$ cat config.mk
export PLATFORM = sky130hd
export DESIGN_NAME = segre_exception_unit
export DESIGN_NICKNAME = d
export VERILOG_FILES = /design/src/rtl/segre_exception_unit.sv
export SDC_FILE = /design/constraint.sdc
export NUM_CORES = 1
export LEC_CHECK = 0
export ABC_AREA = 1
export CAP_MARGIN = 25
export CORE_AREA = 2 2 158 160
export CTS_BUF_LIST = sky130_fd_sc_hd__clkbuf_8
export DETAILED_ROUTE_END_ITERATION = 7
export DIE_AREA = 0 0 160 162
export PLACE_DENSITY = 0.71
export REMOVE_ABC_BUFFERS = 1
export SLEW_MARGIN = 0
export SYNTH_ARGS = -nofsm -noshare
export SYNTH_HDL_FRONTEND = slang
export SYNTH_SLANG_ARGS = --single-unit
export TNS_END_PERCENT = 50
$ cat constraint.sdc
create_clock -name clk_i -period 2.1 [get_ports clk_i]
set_clock_uncertainty 0.15 [all_clocks]
set_input_delay 0.63 -clock clk_i [delete_from_list [all_inputs] [get_ports clk_i]]
set_output_delay 0.63 -clock clk_i [all_outputs]
set_load 0.05 [all_outputs]
$ cat src/rtl/segre_exception_unit.sv
// ----------------------------------------------------------------------------
// segre_exception_unit
// Trap controller in front of the CSR register file. It arbitrates synchronous
// exceptions from IF/ID/MEM and MRET commits from MEM, then writes the machine
// trap CSRs. After that it flushes the pipeline and redirects fetch. Only one
// event is in flight at a time.
//
// Ports
//   clk_i, rsn_i              clock, asynchronous active-low reset
//   if_/id_/mem_exc_i         per-stage exception request
//   if_/id_/mem_cause_i       per-stage cause code
//   if_/id_/mem_pc_i          per-stage instruction PC
//   mret_i                    MRET commits in MEM this cycle
//   mstatus_i..mcause_i       current CSR values
//   exc_we_o, w_data_m*_o     CSR exception write port
//   flush_o                   kill IF..MEM
//   redirect_o/redirect_pc_o  fetch redirect
//   busy_o                    event in flight
// ----------------------------------------------------------------------------
module segre_exception_unit #(
    parameter int unsigned WORD_SIZE   = 32,
    parameter int unsigned CAUSE_WIDTH = 4
) (
    input  logic                   clk_i,
    input  logic                   rsn_i,
    input  logic                   if_exc_i,
    input  logic [CAUSE_WIDTH-1:0] if_cause_i,
    input  logic [WORD_SIZE-1:0]   if_pc_i,
    input  logic                   id_exc_i,
    input  logic [CAUSE_WIDTH-1:0] id_cause_i,
    input  logic [WORD_SIZE-1:0]   id_pc_i,
    input  logic                   mem_exc_i,
    input  logic [CAUSE_WIDTH-1:0] mem_cause_i,
    input  logic [WORD_SIZE-1:0]   mem_pc_i,
    input  logic                   mret_i,
    input  logic [WORD_SIZE-1:0]   mstatus_i,
    input  logic [WORD_SIZE-1:0]   mtvec_i,
    input  logic [WORD_SIZE-1:0]   mepc_i,
    input  logic [WORD_SIZE-1:0]   mcause_i,
    output logic                   exc_we_o,
    output logic [WORD_SIZE-1:0]   w_data_mstatus_o,
    output logic [WORD_SIZE-1:0]   w_data_mtvec_o,
    output logic [WORD_SIZE-1:0]   w_data_mepc_o,
    output logic [WORD_SIZE-1:0]   w_data_mcause_o,
    output logic                   flush_o,
    output logic                   redirect_o,
    output logic [WORD_SIZE-1:0]   redirect_pc_o,
    output logic                   busy_o
);

    localparam int unsigned MIE_BIT  = 3;
    localparam int unsigned MPIE_BIT = 7;
    localparam int unsigned MPP_LO   = 11;
    localparam int unsigned MPP_HI   = 12;

    typedef enum logic [1:0] {
        IDLE     = 2'd0,
        TRAP     = 2'd1,
        MRET     = 2'd2,
        REDIRECT = 2'd3
    } state_e;

    state_e r_state;
    state_e w_next;

    logic [CAUSE_WIDTH-1:0] w_sel_cause;
    logic [WORD_SIZE-1:0]   w_sel_pc;
    logic [WORD_SIZE-1:0]   w_trap_mstatus;
    logic [WORD_SIZE-1:0]   w_mret_mstatus;

    logic                   r_exc_we;
    logic                   r_flush;
    logic                   r_redirect;
    logic                   r_busy;
    logic [WORD_SIZE-1:0]   r_mstatus;
    logic [WORD_SIZE-1:0]   r_mtvec;
    logic [WORD_SIZE-1:0]   r_mepc;
    logic [WORD_SIZE-1:0]   r_mcause;
    logic [WORD_SIZE-1:0]   r_target;
    logic [WORD_SIZE-1:0]   r_redirect_pc;

    // Oldest excepting stage wins; MRET is arbitrated in the next-state logic.
    always_comb begin
        w_sel_cause = if_cause_i;
        w_sel_pc    = if_pc_i;
        if (mem_exc_i) begin
            w_sel_cause = mem_cause_i;
            w_sel_pc    = mem_pc_i;
        end else if (id_exc_i) begin
            w_sel_cause = id_cause_i;
            w_sel_pc    = id_pc_i;
        end
    end

    // mstatus update for trap entry and for return.
    always_comb begin
        w_trap_mstatus                = mstatus_i;
        w_trap_mstatus[MPIE_BIT]      = mstatus_i[MIE_BIT];
        w_trap_mstatus[MIE_BIT]       = 1'b0;
        w_trap_mstatus[MPP_HI:MPP_LO] = 2'b11;

        w_mret_mstatus                = mstatus_i;
        w_mret_mstatus[MIE_BIT]       = mstatus_i[MPIE_BIT];
        w_mret_mstatus[MPIE_BIT]      = 1'b1;
        w_mret_mstatus[MPP_HI:MPP_LO] = 2'b11;
    end

    // State register.
    always_ff @(posedge clk_i or negedge rsn_i) begin
        if (!rsn_i) begin
            r_state <= IDLE;
        end else begin
            r_state <= w_next;
        end
    end

    // Next state; inputs only matter in IDLE.
    always_comb begin
        w_next = r_state;
        case (r_state)
            IDLE: begin
                if (mem_exc_i) begin
                    w_next = TRAP;
                end else if (mret_i) begin
                    w_next = MRET;
                end else if (id_exc_i || if_exc_i) begin
                    w_next = TRAP;
                end
            end
            TRAP:     w_next = REDIRECT;
            MRET:     w_next = REDIRECT;
            REDIRECT: w_next = IDLE;
            default:  w_next = IDLE;
        endcase
    end

    // Registered outputs: strobes follow the state being entered, data is
    // captured on the IDLE edge and held until the next event.
    always_ff @(posedge clk_i or negedge rsn_i) begin
        if (!rsn_i) begin
            r_exc_we      <= 1'b0;
            r_flush       <= 1'b0;
            r_redirect    <= 1'b0;
            r_busy        <= 1'b0;
            r_mstatus     <= '0;
            r_mtvec       <= '0;
            r_mepc        <= '0;
            r_mcause      <= '0;
            r_target      <= '0;
            r_redirect_pc <= '0;
        end else begin
            r_exc_we   <= (w_next == TRAP) || (w_next == MRET);
            r_flush    <= (w_next != IDLE);
            r_redirect <= (w_next == REDIRECT);
            r_busy     <= (w_next != IDLE);

            if (r_state == IDLE && w_next == TRAP) begin
                r_mstatus <= w_trap_mstatus;
                r_mtvec   <= mtvec_i;
                r_mepc    <= {w_sel_pc[WORD_SIZE-1:2], 2'b00};
                r_mcause  <= WORD_SIZE'(w_sel_cause);
                // Vectored mode does not apply to exceptions: always base.
                r_target  <= {mtvec_i[WORD_SIZE-1:2], 2'b00};
            end else if (r_state == IDLE && w_next == MRET) begin
                r_mstatus <= w_mret_mstatus;
                r_mtvec   <= mtvec_i;
                r_mepc    <= mepc_i;
                r_mcause  <= mcause_i;
                r_target  <= mepc_i;
            end

            if (w_next == REDIRECT) begin
                r_redirect_pc <= r_target;
            end
        end
    end

    assign exc_we_o         = r_exc_we;
    assign flush_o          = r_flush;
    assign redirect_o       = r_redirect;
    assign busy_o           = r_busy;
    assign w_data_mstatus_o = r_mstatus;
    assign w_data_mtvec_o   = r_mtvec;
    assign w_data_mepc_o    = r_mepc;
    assign w_data_mcause_o  = r_mcause;
    assign redirect_pc_o    = r_redirect_pc;

endmodule

**After elaboration in Yosys (flattened, before gate mapping)**

Index checks and enable logic that the tools add are counted.

- Reductions and logical operators: 8
- Eq/ne operators: 6
- Muxes and demuxes: 17

Operators by type and width:

| kind | count |
|---|---|
| $mux 32 | 11 |
| $eq 2x2->1 const B | 4 |
| $mux 4 | 2 |
| $mux 2 | 3 |
| $pmux 2 s3 | 1 |
| $eq 2x1->1 const B | 2 |
| $reduce_bool 2->1 | 2 |
| $logic_and 1x1->1 | 2 |
| $logic_not 2->1 | 1 |
| $logic_or 1x1->1 | 2 |
| $reduce_or 2->1 | 1 |

- Bits in registers: 197
- Output and inout port bits: 164
- Input port bits: 242

**Longest topological paths before layout**

Gate-level depths: netlist of the first run.

- Depth after elaboration: 9
- Gate-level depth with buffers: 13

**Worst setup path before layout of the first run**

No wires, ideal clock.

- Path kind: input -> register
- Start point: input mem_exc_i
- End point: register r_redirect_pc[10], in the netlist redirect_pc_o[10]
- Data required time: 1.825 ns
- Arrival time: 2.203 ns
- Stages on the path: 8
- Slack: -0.378 ns
- Cell sequence: buf_2 buf_2 nor2_1 a21oi_1 ha_1 clkbuf_1 buf_2 mux2_2

- Cells in the longest elaborated chain, start to end: 3

Ends and longest elaborated chain:

| what | RTL line | RTL |
|---|---|---|
| start, declared | 32 | `input logic mem_exc_i,` |
| $mux 2 | 122 | `if (mem_exc_i) begin` |
| $pmux 2 s3 | 120 | `case (r_state)` |
| via w_next[0] | 64 | `state_e w_next;` |
| $eq 2x2->1 | 172 | `if (w_next == REDIRECT) begin` |
| end signal, assigned | 173 | `r_redirect_pc <= r_target;` |
| end, declared | 80 | `logic [WORD_SIZE-1:0] r_redirect_pc;` |

The timed path passes the listed nets, and every way through them passes these cells.
A chain may end at the register's enable or synchronous reset.

**Worst setup path in the final report of the first run**

- Start point: register r_state[0]
- End point: register r_mepc[9], in the netlist w_data_mepc_o[9]

- Cells in the longest elaborated chain, start to end: 7

Ends and longest elaborated chain:

| what | RTL line | RTL |
|---|---|---|
| start, declared | 63 | `state_e r_state;` |
| start signal, assigned | 113 | `r_state <= w_next;` |
| $mux 2 | 126 | `end else if (id_exc_i \|\| if_exc_i) begin` |
| $mux 2 | 124 | `end else if (mret_i) begin` |
| $mux 2 | 122 |  |
| $pmux 2 s3 * | 120 |  |
| via w_next[0] | 64 |  |
| $eq 2x1->1 or $eq 2x2->1 (tied branches) | 157, 164 |  |
| $logic_and 1x1->1, on equally long branches | 157, 164 |  |
| $mux 32 or $reduce_bool 2->1 (tied branches) | -- |  |
| end signal, assigned | 160 | `r_mepc <= {w_sel_pc[WORD_SIZE-1:2], 2'b00};` |
| end signal, assigned | 167 | `r_mepc <= mepc_i;` |
| end, declared | 77 | `logic [WORD_SIZE-1:0] r_mepc;` |

Mark *: on every way through the listed nets, which the timed path passes. The rest lies on a longest branch.

==> key figures, run 1 <==
STA
  – Final hold vios: 0
  – Worst rel slew slack: 65.5%
  – Final Worst Setup Slack: -138 ps
  – Fin crit period: 2240 ps
  – Fmax: 447 MHz
  – Fin. max-slew vios: 0
  – Period utilization: 107%
  – Least-Margin Pin Slew: 518 ps
  – Setup TNS: -9430 ps
  – Number of setup violations in the final report: 149
  – Unrepaired setup endpoints after global routing: true

Power
  – Internal Power: 13.9 mW
  – Worst IR drop on VDD: 0.000923 V
  – PwrDens: 2010 nW/um^2
  – Leak: 6.72 nW
  – Reg power frac: 24.4%
  – Total power: 28.1 mW
  – Sw Ratio: 50.5%
  – Clock power share: 8.7%
  – Gate power share: 66.9%
  – NetSw: 14.2 mW

Critical path
  – Worst Path Arrival: 2450 ps
  – CP max stage delay: 410 ps
  – Startpoint types: flop
  – CP Cell Sequence: inv_2, ha_4, nor2_2, a21oi_2, ha_2, nand2_4, nand2_8, buf_12, buf_12, buf_8, buf_8, nor2_2, a21oi_2
  – Crit path max-delay family: buffers and inverters
  – Crit end category: flop
  – CP required: 2310 ps
  – Worst Path Max Fanout: 6
  – Worst path bufs/invs: 5
  – Crit Path Class: flop to flop
  – Slowest stage cell, crit path: dfrtp_1

Clock network
  – Sink Count: 194
  – CTS Root Cell: clkbuf_8
  – CTS tree: done
  – Htree depth: 4
  – Inserted Clock Buffers: 17
  – CTS clk-pin slew, worst paths: 120 ps
  – Worst-case clock buffer depth: 2
  – Clk_lat worst skew: 480 ps

Cells and area
  – Area Growth Syn to Fin: 63.5%
  – Commonest non-fill, non-tap cell in the layout: nand2_1
  – Final instance area: 14000 sq um
  – Most frequent cells in the layout: nand2_1, clkdlybuf4s50_1, dfrtp_1, buf_4, a21oi_1
  – Reg area: 4850 sq um
  – Number of nets in the layout: 1667
  – Multi-input logic area: 3460 sq um
  – Share of layout cells above drive strength 1: 27.0%
  – FILL cells: 2167

Floorplan
  – Die Y: 162 um
  – Die Span X: 160 um
  – # IOs: 406
  – Initial Utilization: 35.6%
  – Die area: 25900 sq um
  – Placeable Area: 24100 sq um
  – Row count: 57

Place
  – Post-DP Area: 12800 sq um
  – Pre-CTS setup slack: -731 ps
  – GP Congestion: 0.900
  – HPWL after DPL: 21.7 mm
  – Port bufs: 397

GRT
  – Gr ovfl total: 0
  – Global-route usage over all layers: 23.8%
  – Vias in the first global route: 8654
  – Largest net degree at the start of global routing: 46
  – Initial antenna violation count: 2
  – First-pass GRT wire length: 47.6 mm

Drt
  – # DRC: 0
  – Routed WL: 31.9 mm
  – Total number of vias: 8538
  – Final antenna-violating net count: 0
  – TritonRoute pass-1 iters: 5
  – Initial DRC count: 500
  – Drt wl/cell: 18.1 um
  – DR vias/cell: 4.86

Synth
  – Post-synth cell types: 21
  – Synthesized area per cell: 8.62 sq um
  – Post-synthesis register bit count: 194
  – Sequential share of the synthesized area: 56.6%
  – Post-Syn Area: 8580 sq um
  – Synth Instances: 996
  – Yosys warns: 0

Status
  – Status: complete, but fails checks
  – Failing checks: setup timing

Hold path
  – Min-Delay Path Class: flop to flop

Job
  – Max-cap violations: 0
## cell usage after synthesis
cell | instances | share of area (%)
inv_2 | 4 | 0.17
nand2_2 | 3 | 0.22
ha_1 | 6 | 0.87
clkbuf_1 | 7 | 0.31
buf_2 | 37 | 2.2
inv_1 | 43 | 1.9
nand2_1 | 379 | 17
o22a_1 | 1 | 0.10
nand3_1 | 65 | 3.8
buf_4 | 16 | 1.4
nor2_1 | 67 | 2.9
or2_2 | 1 | 0.073
mux2_1 | 2 | 0.26
mux2_2 | 30 | 3.9
buf_1 | 3 | 0.13
dfrtp_1 | 194 | 57
o21ai_0 | 34 | 2.0
a21oi_1 | 90 | 5.2
a21oi_2 | 10 | 1.0
o21ai_1 | 2 | 0.12
buf_6 | 2 | 0.26
## sequential cells by signal, summed over array words and instances (netlist names)
name and cells:
redirect_pc_o 32, r_target 30, w_data_mcause_o 32, redirect_o 1
w_data_mtvec_o 32, busy_o 1, r_state 2, exc_we_o 1
w_data_mstatus_o 31, w_data_mepc_o 32
## power groups by stage
stage	clock network [mW]	registers, mW	logic [mW]
floorplan	0	11.9	4.83
global placement	0	6.81	15.8
detailed placement	0	6.85	16.1
CTS	2.49	6.82	18.3
global route	2.65	7.07	20.0
finish	2.45	6.86	18.8
## worst register-to-register path, delay by kind of cell, from the launching register on
kind / cells / cell delay [ps]
AOI/OAI and AO/OA: 2 / 100
adders and majority gates: 2 / 430
buffers and inverters: 5 / 610
DFF: 1 / 410
and+or+nand+nor: 4 / 450
## layer usage
metal  vias to the layer above  share of wire (%)  GRT usage [%]
li1                       4025                  -              -
met1                      4105                 41           28.4
met2                       357                 49           41.3
met3                        51                6.9           6.15
met4                         0                3.1           9.54
met5                         -                  0              0
## path summary, 6_finish.rpt
kind                            slack (ps)                   end               start  cells after the start
worst min register to register         340    w_data_mtvec_o[19]  w_data_mtvec_o[19]                      2
worst min-delay path                   340    w_data_mtvec_o[19]  w_data_mtvec_o[19]                      2
worst max-delay path                  -140      w_data_mepc_o[9]          r_state[0]                     13
max in group asynchronous              680     w_data_mepc_o[18]               rsn_i                      3
min in group asynchronous              530  w_data_mstatus_o[28]               rsn_i                      2
worst max register to register        -140      w_data_mepc_o[9]          r_state[0]                     13
## cell families (layout without fill, tap and decap cells)
logic type / after synthesis / after routing / synth area share [%]
AOI/OAI and AO/OA: 137 / 137 / 8.47
DFF: 194 / 194 / 56.6
adders and majority gates: 6 / 6 / 0.875
other: 0 / 1 / 0
muxes: 32 / 32 / 4.20
and+or+nand+nor: 515 / 515 / 23.6
buffers and inverters: 112 / 548 / 6.31
## final cells by class
| class | count | area share [%] |
|---|---|---|
| antenna | 1 | 0.0178 |
| tap | 324 | 2.89 |
| clock buffer | 18 | 1.77 |
| inverter | 47 | 1.36 |
| sequential | 194 | 34.6 |
| timing repair buffer | 469 | 33.7 |
| multi-input combinational | 690 | 24.7 |
| clock inverter | 14 | 0.972 |
## per-stage QoR
stage | utilization (%) | hold slack [ps] | instances
3_3_place_gp | 53.0 | 306 | 1697
6_report | 58.2 | 335 | 1757
5_1_grt | 58.2 | 357 | 1757
4_1_cts | 57.3 | 334 | 1751
2_1_floorplan | - | 184 | 931
3_5_place_dp | 53.0 | 310 | 1697
## what timing repair did
item	in CTS	in global routing
gates cloned	7	5
pin swaps	12	8
resized for setup	107	37
hold buffers	1	0
setup endpoints to repair	189	189
buffers inserted	16	1
hold endpoints to repair	36	0
Note: power is estimated with default switching activity, not from simulation.
==> run 2: changes to the inputs <==
--- a/config.mk
+++ b/config.mk
@@ -11,6 +11,7 @@
 export CTS_BUF_LIST = sky130_fd_sc_hd__clkbuf_8
 export DETAILED_ROUTE_END_ITERATION = 7
 export DIE_AREA = 0 0 160 162
+export HOLD_SLACK_MARGIN = 0.1
 export PLACE_DENSITY = 0.71
 export REMOVE_ABC_BUFFERS = 1
 export SLEW_MARGIN = 0
==> results of run 2 <==
Final layout, timing and power as in run 1 (identical DEF).
==> run 3: changes to the inputs <==
--- a/config.mk
+++ b/config.mk
@@ -6,11 +6,11 @@
 export NUM_CORES = 1
 export LEC_CHECK = 0
 export ABC_AREA = 1
-export CAP_MARGIN = 25
 export CORE_AREA = 2 2 158 160
 export CTS_BUF_LIST = sky130_fd_sc_hd__clkbuf_8
 export DETAILED_ROUTE_END_ITERATION = 7
 export DIE_AREA = 0 0 160 162
+export GPL_TIMING_DRIVEN = 1
 export HOLD_SLACK_MARGIN = 0.1
 export PLACE_DENSITY = 0.71
 export REMOVE_ABC_BUFFERS = 1
==> constraint.sdc (replaced) <==
create_clock -name clk_i -period 1.9 [get_ports clk_i]
set_clock_uncertainty 0.15 [all_clocks]
set_input_delay 0.57 -clock clk_i [delete_from_list [all_inputs] [get_ports clk_i]]
set_output_delay 0.57 -clock clk_i [all_outputs]
set_load 0.05 [all_outputs]
==> run 3 against run 2 <==
Net effect:
- the run still ends with setup timing left
- global-route usage is 1.3 points higher
- via count is 0.19% higher
- largest cell class is now non-clock buffers
- critical path depth stayed put
- highest routed layer is now met5
- sequential power is 23% higher
- clock power is 17% higher
- die area stayed put
- sequential cell count stayed put
- combinational power is 33% higher
==> key figures, run 3 (synthesis gave the netlist of run 1 again) <==
Cells and area
  – FILL cells: 1879
  – Commonest non-fill, non-tap cell in the layout: nand2_1
  – ANT cells: 0
  – Most frequent cells in the layout: nand2_1, clkdlybuf4s50_1, dfrtp_1, buf_12, a21oi_1
  – Number of nets in the layout: 1665
  – Final instance area: 16000 sq um
  – Area Growth Syn to Fin: 86.8%
  – Utilization after layout: 66.5%
  – Fin cells: 1754
  – Share of layout cells above drive strength 1: 25.2%

Critical path
  – Worst Path Arrival: 2440 ps
  – CP required: 2120 ps
  – R2R setup slack: -320 ps
  – Reg2reg start: r_state[0]
  – Startpoint types: flop
  – Reg2Reg Depth: 13
  – Crit Path Class: flop to flop
  – Worst R2R End: w_data_mcause_o[26]
  – Crit end category: flop
  – Worst Path Max Fanout: 19

Drt
  – Initial DRC count: 670
  – Drt wl/cell: 19.0 um
  – TritonRoute pass-1 iters: 5
  – Total number of vias: 8554
  – Wire length on met1: 12.7 mm
  – DR vias/cell: 4.88
  – WL met3: 2.76 mm
  – # DRC: 0
  – Final antenna-violating net count: 0
  – Routed WL: 33.4 mm
  – Met2 WL: 16.9 mm
  – Top Metal Used: met5

Place
  – Post-DP Area: 14800 sq um
  – Placed cells: 1700
  – Port bufs: 397
  – Pre-CTS setup slack: -922 ps
  – GP Congestion: 0.897
  – HPWL after DPL: 23.4 mm

STA
  – Least-Margin Pin Slew: 514 ps
  – Fmax: 450 MHz
  – Fin crit period: 2220 ps
  – Final hold vios: 0
  – Setup TNS: -49040 ps
  – Period utilization: 117%
  – Unrepaired setup endpoints after global routing: true
  – Number of setup violations in the final report: 189
  – Worst rel slew slack: 65.7%
  – Final Worst Setup Slack: -324 ps
  – Fin. max-slew vios: 0
  – Worst Hold Margin: 329 ps

GRT
  – Global-route usage over all layers: 25.1%
  – Vias in the first global route: 8841
  – Initial antenna violation count: 3
  – Largest net degree at the start of global routing: 47
  – First-pass GRT wire length: 49.7 mm
  – Gr ovfl total: 0

Floorplan
  – Placeable Area: 24100 sq um
  – Die Span X: 160 um
  – # IOs: 406
  – Die Y: 162 um
  – Row count: 57
  – Die area: 25900 sq um
  – Initial Utilization: 35.6%

Power
  – Worst IR drop on VDD: 0.00129 V
  – Total power: 36.2 mW
  – PwrDens: 2260 nW/um^2
  – Sw Ratio: 46.2%
  – NetSw: 16.8 mW
  – Leak: 7.43 nW
  – Reg power frac: 23.2%
  – Internal Power: 19.5 mW
  – Clock power share: 7.9%
  – Gate power share: 68.9%

Status
  – Status: complete, but fails checks
  – Failing checks: setup timing

Hold path
  – Hold Path Origin: mem_exc_i
  – Min-Delay Path Class: input pin to flop
  – Hold depth: 4
  – Worst Hold End: r_state[1]

Clock network
  – Inserted Clock Buffers: 17
  – CTS tree: done
  – Sink Count: 194
  – Worst-case clock buffer depth: 2
  – CTS Root Cell: clkbuf_8
  – Clk_lat worst skew: 480 ps
  – Htree depth: 4
  – CTS clk-pin slew, worst paths: 130 ps

Job
  – Max-cap violations: 0
==> run 3: cell count changes in the layout (fill, tap and decap cells not counted), sizes merged <==
| cell | previous run | this run |
|---|---|---|
| clkinv | 5 | 7 |
| inv | 56 | 53 |
| bufinv | 0 | 1 |
| clkbuf | 24 | 23 |
| clkdlybuf4s50 | 229 | 230 |
| bufbuf | 1 | 0 |
| diode | 1 | 0 |
| dlygate4sd2 | 1 | 0 |
==> run 3: worst max-delay path by stage <==
stage,startpoint,end,slack (ps),depth (start not counted)
final,r_state[0],w_data_mcause_o[26],-320,13
after global routing,r_state[0],w_data_mepc_o[1],-390,13
after CTS,r_state[0],r_target[27],-240,12
after detailed placement,if_exc_i,w_data_mepc_o[6],-920,10
after global placement,if_exc_i,w_data_mepc_o[6],-820,10
after floorplan,id_exc_i,w_data_mcause_o[10],-3520,10
==> run 3: layer usage <==
| metal | track usage (%) | vias up |
|---|---|---|
| met2 | 44.3 | 378 |
| met1 | 28.6 | 4109 |
| met4 | 9.13 | 6 |
| li1 | - | 4005 |
| met5 | 0 | - |
| met3 | 8.07 | 56 |
==> run 3: final cells by class <==
class                   count  area, sq um  share of cell area [%]
multi-input cells         690         3490                    21.8
clock inverters            14          169                    1.05
clock buffers              18          248                    1.54
repair buffers            467         6670                    41.6
inverters                  47          201                    1.26
well taps                 324          405                    2.53
flip-flops and latches    194         4850                    30.3
==> run 3: repair_timing <==
action | in CTS | in global routing
setup buffers | 8 | 5
setup endpoints to repair | 190 | 193
hold buffers | 1 | 0
cloned | 5 | 4
hold endpoints to repair | 31 | 0
pin swaps | 14 | 9
resized for setup | 103 | 46
==> run 3: power groups by stage <==
stage / registers [mW] / logic [mW] / clock network [mW]
floorplan: 13.1 / 5.16 / 0
global route: 8.65 / 26.2 / 3.08
detailed placement: 8.47 / 22.0 / 0
finish: 8.42 / 25.0 / 2.86
CTS: 8.43 / 24.0 / 2.91
global placement: 8.38 / 21.6 / 0
==> run 3: worst max-delay path, stage by stage, from the launching register on <==
cell	delay [ps]
dfrtp_1	390
inv_2	60
ha_4	280
inv_2	50
nor2_4	110
inv_1	80
nand2_4	110
ha_4	150
nand2_4	80
nand2_8	150
clkinv_8	130
clkbuf_16	230
nand2_1	70
nand2_1	50
